==> src/rtl/excp_ctrl_pkg.sv <==
// rtl/excp_ctrl_pkg.sv - shared encodings for the exception sequencer
package excp_ctrl_pkg;

  typedef enum logic [1:0] {
    ST_IDLE = 2'b00,
    ST_SAVE = 2'b01,
    ST_WAIT = 2'b10,
    ST_LOAD = 2'b11
  } state_t;

  typedef enum logic [1:0] {
    CAUSE_NONE     = 2'b00,
    CAUSE_OPCODE   = 2'b01,
    CAUSE_OVERFLOW = 2'b10,
    CAUSE_DIVZERO  = 2'b11
  } cause_t;

  localparam logic [1:0] IORD_PC        = 2'b00;
  localparam logic [1:0] IORD_ULARESULT = 2'b01;
  localparam logic [1:0] IORD_ULAOUT    = 2'b10;
  localparam logic [1:0] IORD_EXCP      = 2'b11;

  localparam logic [31:0] DEF_VEC_OPCODE   = 32'd253;
  localparam logic [31:0] DEF_VEC_OVERFLOW = 32'd254;
  localparam logic [31:0] DEF_VEC_DIVZERO  = 32'd255;

endpackage

==> src/rtl/excp_ctrl.sv <==
// rtl/excp_ctrl.sv - exception sequencer for the multicycle MIPS datapath
// Saves EPC, fetches the handler byte from the vector address, then loads it into PC.
module excp_ctrl
  import excp_ctrl_pkg::*;
#(
  parameter logic [31:0] VEC_OPCODE   = DEF_VEC_OPCODE,
  parameter logic [31:0] VEC_OVERFLOW = DEF_VEC_OVERFLOW,
  parameter logic [31:0] VEC_DIVZERO  = DEF_VEC_DIVZERO,
  parameter int          MEM_LATENCY  = 1,
  parameter logic [31:0] EPC_OFFSET   = 32'd4
) (
  input  logic        clk,
  input  logic        reset_n,
  input  logic [1:0]  ctrl_iord_sel,
  input  logic        ctrl_mem_wr,
  input  logic        excp_opcode,
  input  logic        excp_overflow,
  input  logic        excp_divzero,
  input  logic [31:0] PC_current,
  input  logic [31:0] mem_data_out,
  output logic [1:0]  iord_selector,
  output logic [31:0] excpCtrl_output,
  output logic        mem_wr,
  output logic        epc_wr,
  output logic [31:0] epc_data,
  output logic        pc_wr,
  output logic [31:0] pc_data,
  output logic [1:0]  excp_cause,
  output logic        busy
);

  localparam int CW = (MEM_LATENCY > 1) ? $clog2(MEM_LATENCY) : 1;
  localparam logic [CW-1:0] CNT_INIT = CW'(MEM_LATENCY - 1);

  state_t      r_state;
  state_t      w_next_state;
  logic [CW-1:0] r_cnt;
  cause_t      r_cause;
  cause_t      w_cause;
  logic [31:0] r_vector;
  logic [31:0] w_vector;
  logic [31:0] r_epc;
  logic        w_excp_any;
  logic        w_unused_mem;

  assign w_excp_any   = excp_opcode | excp_overflow | excp_divzero;
  assign w_unused_mem = ^mem_data_out[31:8];
  assign epc_data     = r_epc;
  assign excp_cause   = r_cause;

  always_comb begin
    w_cause  = CAUSE_NONE;
    w_vector = '0;
    if (excp_opcode) begin
      w_cause  = CAUSE_OPCODE;
      w_vector = VEC_OPCODE;
    end else if (excp_overflow) begin
      w_cause  = CAUSE_OVERFLOW;
      w_vector = VEC_OVERFLOW;
    end else if (excp_divzero) begin
      w_cause  = CAUSE_DIVZERO;
      w_vector = VEC_DIVZERO;
    end
  end

  always_ff @(posedge clk or negedge reset_n) begin
    if (!reset_n) begin
      r_state  <= ST_IDLE;
      r_cnt    <= '0;
      r_cause  <= CAUSE_NONE;
      r_vector <= '0;
      r_epc    <= '0;
    end else begin
      r_state <= w_next_state;
      if (r_state == ST_IDLE && w_excp_any) begin
        r_cause  <= w_cause;
        r_vector <= w_vector;
        r_epc    <= PC_current - EPC_OFFSET;
      end
      // WAIT dwell is CNT_INIT+1 cycles, counted down from the SAVE cycle
      if (r_state == ST_SAVE) begin
        r_cnt <= CNT_INIT;
      end else if (r_state == ST_WAIT && r_cnt != '0) begin
        r_cnt <= r_cnt - CW'(1);
      end
    end
  end

  always_comb begin
    w_next_state    = r_state;
    iord_selector   = ctrl_iord_sel;
    excpCtrl_output = '0;
    mem_wr          = ctrl_mem_wr;
    epc_wr          = 1'b0;
    pc_wr           = 1'b0;
    pc_data         = '0;
    busy            = 1'b0;
    case (r_state)
      ST_IDLE: begin
        if (w_excp_any) w_next_state = ST_SAVE;
      end
      ST_SAVE: begin
        epc_wr          = 1'b1;
        iord_selector   = IORD_EXCP;
        excpCtrl_output = r_vector;
        mem_wr          = 1'b0;
        busy            = 1'b1;
        w_next_state    = ST_WAIT;
      end
      ST_WAIT: begin
        iord_selector   = IORD_EXCP;
        excpCtrl_output = r_vector;
        mem_wr          = 1'b0;
        busy            = 1'b1;
        if (r_cnt == '0) w_next_state = ST_LOAD;
      end
      ST_LOAD: begin
        pc_wr           = 1'b1;
        pc_data         = {24'b0, mem_data_out[7:0]};
        iord_selector   = IORD_EXCP;
        excpCtrl_output = r_vector;
        mem_wr          = 1'b0;
        busy            = 1'b1;
        w_next_state    = ST_IDLE;
      end
      default: w_next_state = ST_IDLE;
    endcase
  end

endmodule
==> config.mk <==
export PLATFORM = sky130hd
export DESIGN_NAME = excp_ctrl
export DESIGN_NICKNAME = d
export VERILOG_FILES = /design/src/rtl/excp_ctrl_pkg.sv /design/src/rtl/excp_ctrl.sv
export SDC_FILE = /design/constraint.sdc
export NUM_CORES = 1
export LEC_CHECK = 0
export CORE_MARGIN = 2
export CORE_UTILIZATION = 36
export CTS_BUF_LIST = sky130_fd_sc_hd__clkbuf_4 sky130_fd_sc_hd__clkbuf_8 sky130_fd_sc_hd__clkbuf_16
export DETAILED_ROUTE_END_ITERATION = 7
export MAX_ROUTING_LAYER = met4
export PLACE_DENSITY_LB_ADDON = 0.08
export SYNTH_ARGS = -nofsm -noshare
export SYNTH_HDL_FRONTEND = slang
export SYNTH_SLANG_ARGS = --single-unit
==> constraint.sdc <==
create_clock -name clk -period 1.8 [get_ports clk]
set_clock_uncertainty 0.05 [all_clocks]
set_input_delay 0.18 -clock clk [delete_from_list [all_inputs] [get_ports clk]]
set_output_delay 0.18 -clock clk [all_outputs]
set_load 0.02 [all_outputs]
# ---- Yosys cells after proc, flatten, opt, wreduce, memory -nomap -nowiden
# Index checks and enable logic that the tools add are counted.
dict set report classes {
  n_bitwise 2
  n_reduce_logical 6
  eq_ne 5
  mux 18
  shifts 0
  n_mul 0
  n_div 0
  n_lt_le_gt_ge 0
  addsub 2
}
# cell count
set op_table {}
lappend op_table {{$mux 32} 2}
lappend op_table {{$sub 32x3->32 const B} 1}
lappend op_table {{$mux 8} 3}
lappend op_table {{$mux 2} 6}
lappend op_table {{$pmux 2 s4} 1}
lappend op_table {{$mux 1} 6}
lappend op_table {{$eq 2x2->1 const B} 2}
lappend op_table {{$ne 2x2->1 const B} 2}
lappend op_table {{$reduce_or 3->1} 1}
lappend op_table {{$eq 2x1->1 const B} 1}
lappend op_table {{$logic_and 1x1->1} 2}
lappend op_table {{$logic_not 2->1} 1}
lappend op_table {{$or 1x1->1} 2}
lappend op_table {{$reduce_and 2->1} 1}
lappend op_table {{$reduce_bool 2->1} 1}
lappend op_table {{$sub 1x1->1 const B} 1}
dict set report totals {
  n_memories 0
  ff_bits 69
  in_bits 72
  elab_cells 38
  output_inout_bits 104
  latch_bits 0
  mem_bits_rw 0
  mem_bits_ro 0
}

# ---- Depth between registers and ports, before layout
# Gate-level depths: netlist (run 1).
dict set report depth {
  depth_word 4
  depth_mapped 7
  mapped_depth_nobuf 6
}

# ---- Worst setup path before layout (run 1)
# No wires, ideal clock.
dict set report synth_timing {
  path_type {input-to-reg}
  startpoint {in PC_current[13]}
  endpoint {reg r_epc[28], in the netlist epc_data[28]}
  required_ps 1621
  path_slack_ps -235
  n_path_buf 2
  t_arrival_ps 1856
  stages 7
  setup_ps 129
  cell_sequence {or4_4 or4_4 buf_6 buf_12 nor4_4 xnor2_1 o21ai_2}
}
dict set report synth_via {
  elab_chain_len 1
}
# item line
set synth_lines {}
lappend synth_lines {{from (decl)} excp_ctrl.sv:19} ;# input logic [31:0] PC_current,
lappend synth_lines {{$sub 32x3->32} excp_ctrl.sv:78} ;# r_epc <= PC_current - EPC_OFFSET;
lappend synth_lines {{to (signal assigned)} excp_ctrl.sv:78}
lappend synth_lines {{to (decl)} excp_ctrl.sv:42} ;# logic [31:0] r_epc;
# No other way between the ends.
# A chain may end at the register's enable or synchronous reset.

# ---- Worst setup path after layout (run 1)
dict set report layout_timing {
  startpoint {in PC_current[10]}
  endpoint {reg r_epc[27], in the netlist epc_data[27]}
}
# Same word-level chain as after synthesis.

==> metrics, run 1 <==
status complete, but fails checks; failing checks setup timing; sequential cell area fraction in the yosys report between 30% and 40%; critical-path cell list buf_6, or4_4, or4_4, buf_12, nor4b_4, xnor2_1, o21ai_1; ANT cells 0; worst-path maximum fanout 4; vias in the first global route around 2200; final net count roughly 510; Synth Flop Type dfrtp_1; critical path required time 1.95 ns; Final Hold Fails 0; DRT Pass-1 Iters 4; DRC 0; Max Fclk about 540 MHz; RSZ-0062 raised after global routing true; CP startpoint kind input pin; CP bufs+invs 2; Syn Inst Count between 200 and 300; VDD IR max 0.000617 V; share of cells above drive strength 1 23.7%; synth-to-layout area growth 59.5%; simple-gate share of the synthesized area 22.7%; Die Y a little under 90 µm; Hold Path Class input pin to register; H-tree depth 2; Min-Delay Path Depth 3; Leak Pwr ~1.8 nW; Synth Area in XOR/XNOR 9.14%; Final HPWL DP between 4000 and 5000 µm; GR Util All Layers around 17%; die area 7880 µm²; clk slew on worst S/H paths ~0.090 ns; relative slew slack 66.6%; hold endpoint epc_data[13]$_DFFE_PN0P_; largest net degree at the start of global routing 39; first-pass GRT wire length slightly above 10000 µm; Hold Worst Slack between 0.15 and 0.2 ns; Max Slew Vio Count 0; Initial Utilization roughly 38%; Final setup viols 6; max cap viols 0; vias 2310; vias per inst approximately 4.4; reg2reg setup slack 0.17 ns; WL/cell about 12 µm; clk buf depth 2; HP Start PC_current[13]; antenna violations before repair 0; FF-to-FF Start r_state[0]$_DFFE_PN0P_; FF-to-FF path depth 8; Crit path max-delay family simple AND/OR/NAND/NOR gates; clock root cell clkbuf_8; cell mode on critical path or4_4; post-synthesis cell type count 38; Sinks on Clock Net 38; Synth Cell Area between 2000 and 3000 µm²; IO Pins between 150 and 200; Iter 0 DRT Violations between 70 and 80; I/O Buffers 103; max incr delay on CP 0.57 ns; Rows 30; global route overflow 0; slowest CP cell or4_4; GP Congestion about 0.83; total routed wirelength 6550 µm; fin util 60.1%; critical setup path kind input pin to register; DIE WIDTH between 80 and 90 µm; core area approximately 6900 µm²; largest family of logic cells by synthesized area simple AND/OR/NAND/NOR gates; CTS Buf Count 5; Avg Inst Size Synth a little over 9 µm²; final clock period utilization by the worst path 102%; actual slew at the worst max-slew pin 0.501 ns; Async SR Flop Fraction between 90% and 100%; clk_lat worst skew approximately 0.30 ns; CTS tree yes; minimum clock period between 1.5 and 2 ns; worst setup margin -0.0378 ns; mux share of post-synthesis cell area less than 1%; Synth Area in Compound Gates under 10%; power density over the cells approximately 1400 nW/µm²; Post-DRT Antenna Nets 0; FF-to-FF End epc_data[8]$_DFFE_PN0P_; Critical Path AT slightly below 2 ns; Synth warnings 0; Post-synth EDFFs 0; crit end category register; post-synthesis adder-cell area fraction under 10%; FF+latch count, synth 38
## per-stage QoR
step                      std cells  area, µm²  setup WS, ns  power, mW  TNS (ns)
after floorplan                 331       2760        -0.233       3.31     -2.46
after global placement          511       3840        -0.748       4.94    -10.94
after detailed placement        511       3840        -0.765       4.99    -11.26
after CTS                       525       4060        -0.145       5.63    -0.767
after global routing            527       4130       -0.0975       6.00    -0.445
final                           527       4130       -0.0378       5.58    -0.134
## layout make-up
class | instances | area [µm²]
Inverter | 8 | 30.0
Clock inverter | 3 | 45.0
Clock buffer | 5 | 68.8
Tap cell | 96 | 120
Multi-Input combinational cell | 222 | 1450
Sequential cell | 38 | 951
Timing Repair Buffer | 155 | 1470
Fill cell | 620 | 2740
## state kept, by name, indices dropped and copies added (netlist names)
name	flops
epc_data	32
excp_cause	1
r_cnt	1
r_vector	2
r_state	2
## cell usage after synthesis (all sizes together) (3+ instances only)
library cell / number / area (µm²)
o21ai: 32 / 168
nor2: 13 / 48.8
clkbuf: 6 / 22.5
ha: 6 / 75.1
xor2: 7 / 61.3
buf: 58 / 448
nand3: 4 / 25.0
or3: 3 / 18.8
xnor2: 20 / 175
or4: 3 / 30.0
a21oi: 3 / 15.0
dfrtp: 38 / 951
nor4: 7 / 104
inv: 8 / 30.0
and2: 9 / 56.3
nand2: 36 / 135
nand2b: 3 / 18.8
nor3: 11 / 60.1
## cells by family after synthesis
family | Yosys count
AOI/OAI and AO/OA | 38
xor gates and xnor gates | 27
adders and majority gates | 6
buffers and inverters | 72
DFF | 38
muxes | 2
other | 1
and+or+nand+nor | 100
## worst max-delay path by stage
stage / from / to / slack, ns / cells past startpoint
after global routing: PC_current[10] / epc_data[27]$_DFFE_PN0P_ / -0.1 / 7
after floorplan: PC_current[13] / epc_data[21]$_DFFE_PN0P_ / -0.23 / 7
after detailed placement: PC_current[13] / epc_data[29]$_DFFE_PN0P_ / -0.76 / 6
after CTS: PC_current[10] / epc_data[29]$_DFFE_PN0P_ / -0.15 / 6
after global placement: PC_current[13] / epc_data[29]$_DFFE_PN0P_ / -0.75 / 6
final: PC_current[10] / epc_data[27]$_DFFE_PN0P_ / -0.04 / 7
## power breakdown
group	leakage (nW)	switching (mW)	total (mW)	internal, mW
Combinational	1.33	1.79	3.37	1.58
Clock	0.0504	0.326	0.738	0.412
Sequential	0.460	0.216	1.47	1.26
Total	1.84	2.34	5.58	3.25
## metal layers
layer / GRT usage (%) / routed length, µm / up-vias / part of all wire, %
met5: - / 0 / - / 0
met2: 27.7 / 3080 / 94 / 47
met1: 22.0 / 2940 / 1075 / 45
met3: 4.10 / 500 / 4 / 7.6
li1: - / - / 1137 / -
met4: 2.89 / 31 / 0 / 0.47
## worst min-delay path, stage by stage
cell and delay, ns:
buf_2 0.10, xor2_1 0.07, o21ai_1 0.11
## placed cells by master (no fill, tap or decap), types with 4 or more instances in the layout
master	n
clkdlybuf4s15_1	9
nand2_1	36
nor2_1	12
buf_4	42
conb_1	48
dlygate4sd2_1	6
nor3_2	6
clkdlybuf4s50_1	74
xnor2_1	20
o21ai_1	13
and2_1	9
buf_6	5
nor4_4	5
xor2_1	7
nor3_1	5
o21ai_0	16
clkbuf_2	7
clkbuf_8	5
or4_4	4
buf_12	5
dfrtp_1	38
inv_1	8
## what timing repair did
action	in CTS	in global routing
gates cloned	1	1
setup endpoints to repair	39	39
hold buffers	1	0
resized for setup	54	37
hold endpoints to repair	38	0
setup buffers	4	1
pin swaps	15	7
Power figures use the tool's default switching activity.
==> run 2, diff against run 1 <==
--- a/config.mk
+++ b/config.mk
@@ -5,6 +5,7 @@
 export SDC_FILE = /design/constraint.sdc
 export NUM_CORES = 1
 export LEC_CHECK = 0
+export ABC_CLOCK_PERIOD_IN_PS = 1800
 export CORE_MARGIN = 2
 export CORE_UTILIZATION = 36
 export CTS_BUF_LIST = sky130_fd_sc_hd__clkbuf_4 sky130_fd_sc_hd__clkbuf_8 sky130_fd_sc_hd__clkbuf_16
==> results of run 2 <==
Final layout, timing and power as in run 1 (identical DEF).
==> run 3, diff against run 2 <==
--- a/config.mk
+++ b/config.mk
@@ -6,11 +6,12 @@
 export NUM_CORES = 1
 export LEC_CHECK = 0
 export ABC_CLOCK_PERIOD_IN_PS = 1800
+export CORE_ASPECT_RATIO = 0.5
 export CORE_MARGIN = 2
 export CORE_UTILIZATION = 36
 export CTS_BUF_LIST = sky130_fd_sc_hd__clkbuf_4 sky130_fd_sc_hd__clkbuf_8 sky130_fd_sc_hd__clkbuf_16
 export DETAILED_ROUTE_END_ITERATION = 7
-export MAX_ROUTING_LAYER = met4
+export GPL_ROUTABILITY_DRIVEN = 1
 export PLACE_DENSITY_LB_ADDON = 0.08
 export SYNTH_ARGS = -nofsm -noshare
 export SYNTH_HDL_FRONTEND = slang
==> metrics, run 3 (same netlist as run 1, synthesis figures left out) <==
VDD IR max 0.000443 V (-28%); clk slew on worst S/H paths 0.05 ns (-0.04 ns); critical-path cell list buf_6, or4_4, or4_4, buf_12, nor4b_4, xnor2_1, o21ai_1; FF-to-FF End r_state[0]$_DFFE_PN0P_; vias in the first global route 2255 (+4.9%); Critical Path AT 1.98 ns (about the same); DIE WIDTH 124 µm (+40%); Post-DRT Antenna Nets 0 (unchanged); dpl ws -0.730 ns (+0.0342 ns); Leak Pwr 1.99 nW (+8.1%); DRT Pass-1 Iters 4 (unchanged); I/O Buffers 103 (unchanged); Hold Path Class input pin to register; final net count 510 (+0.39%); CP startpoint kind input pin; largest net degree at the start of global routing 39 (unchanged); RSZ-0062 raised after global routing true; die area 7920 µm² (+0.52%); final clock period utilization by the worst path 104% (+1.5 points); vias 2310 (unchanged); synth-to-layout area growth 61.4%; status complete, but fails checks; clk buf depth 2 (unchanged); clock root cell clkbuf_16; global route overflow 0 (unchanged); Final setup viols 4 (-2); cell mode on critical path or4_4; minimum clock period 1.87 ns (+0.0273 ns); Initial Utilization 38.0% (+0.35 points); CP Launch Point PC_current[10]; first-pass GRT wire length 10200 µm (+1.2%); clk_lat worst skew 0.27 ns (-0.03 ns); share of cells above drive strength 1 24.8% (+1.2 points); Rows 21 (-30%); H-tree depth 2 (unchanged); Max Fclk 536 MHz (-1.5%); critical setup path kind input pin to register; Iter 0 DRT Violations 79 (+5.3%); WL/cell 12.6 µm (+1.6%); vias per inst 4.42 (+0.76%); critical path required time 1.91 ns (-0.04 ns); crit end category register; max FFs per register 32 (unchanged); power density over the cells 1320 nW/µm² (-2.2%); total routed wirelength 6610 µm (+0.87%); GP Congestion 0.776 (-6.4%); CTS Buf Count 5 (unchanged); max cap viols 0 (unchanged); Final HPWL DP 4930 µm (+0.34%); Worst Setup EP epc_data[27]$_DFFE_PN0P_; Final Hold Fails 0 (unchanged); worst setup margin -0.0651 ns (-0.0273 ns); dpl cells 505 (-1.2%); slowest CP cell or4_4; fill cell count 584 (-5.8%); GR Util All Layers 16.5% (-0.53 points); FF-to-FF path depth 6 (-2); Die Y 64.0 µm (-28%); DRC 0 (unchanged); FF-to-FF Start r_state[1]$_DFFE_PN0P_; failing checks setup timing; core area 6810 µm² (-0.93%); Sinks on Clock Net 38 (unchanged); total chip power 5.53 mW (-1.0%); antenna violations before repair 0 (unchanged); commonest non-fill, non-tap cell in the layout clkdlybuf4s50_1; worst-path maximum fanout 6 (+2); IO Pins 176 (unchanged); commonest cells after routing, fill and taps aside clkdlybuf4s50_1, conb_1, buf_4; max incr delay on CP 0.53 ns (-0.04 ns); HP Start PC_current[10]; CTS tree yes; ANT cells 0 (unchanged); reg2reg setup slack 0.12 ns (-0.05 ns); Max Slew Vio Count 0 (unchanged); Cell Count, Final, Fillers Out 523 (-0.76%)
## run 3: worst min-delay path by stage
stage / to / depth (start not counted)
after floorplan: epc_data[0]$_DFFE_PN0P_ / 0
after global placement: epc_data[26]$_DFFE_PN0P_ / 2
after detailed placement: epc_data[25]$_DFFE_PN0P_ / 2
after CTS: epc_data[10]$_DFFE_PN0P_ / 4
after global routing: epc_data[10]$_DFFE_PN0P_ / 4
final: epc_data[10]$_DFFE_PN0P_ / 4
## run 3: what timing repair did
| action | CTS | global route |
|---|---|---|
| cloned | 0 | 1 |
| setup endpoints to repair | 40 | 30 |
| endpoints found under the hold margin | 38 | 0 |
| gates resized for setup | 71 | 28 |
| pin swaps | 26 | 11 |
| hold buffers | 1 | 0 |
| setup buffers | 6 | 4 |
## run 3: metrics by stage
stage               instance area, µm²  setup TNS (ns)  hold slack, ns  utilization, %
floorplan                         2760           -2.46          -0.166               -
global placement                  3790          -10.06           0.218            55.7
detailed placement                3790          -11.49           0.223            55.7
CTS                               4110           -1.06           0.255            60.5
global route                      4180          -0.498           0.300            61.4
finish                            4180          -0.200           0.266            61.4
## run 3: layer usage
metal / GRT usage, % / wire length, µm
met4: 4.92 / 59
met5: 0 / 0
met3: 4.29 / 576
met2: 30.6 / 3290
met1: 18.8 / 2680
## run 3: area by class of cell
| class | instances | area (µm²) | share of cell area [%] |
|---|---|---|---|
| Clock buffer | 6 | 139 | 3.33 |
| Inverter | 8 | 30.0 | 0.719 |
| Multi-Input combinational cell | 221 | 1470 | 35.2 |
| Sequential cell | 38 | 951 | 22.8 |
| Tap cell | 92 | 115 | 2.76 |
| Timing Repair Buffer | 158 | 1470 | 35.3 |
## run 3: report_power, final
| part | leakage [nW] | internal (mW) | switching [mW] |
|---|---|---|---|
| Clock | 0.0688 | 0.535 | 0.314 |
| Combinational | 1.46 | 1.44 | 1.75 |
| Sequential | 0.460 | 1.26 | 0.223 |
## run 3: critical path: cells and delay by family
kind                   cells  cell delay, ns
buffers and inverters      2            0.27
AND/OR/NAND/NOR            3            1.32
XOR/XNOR                   1            0.15
AO/OA/AOI/OAI              1            0.07
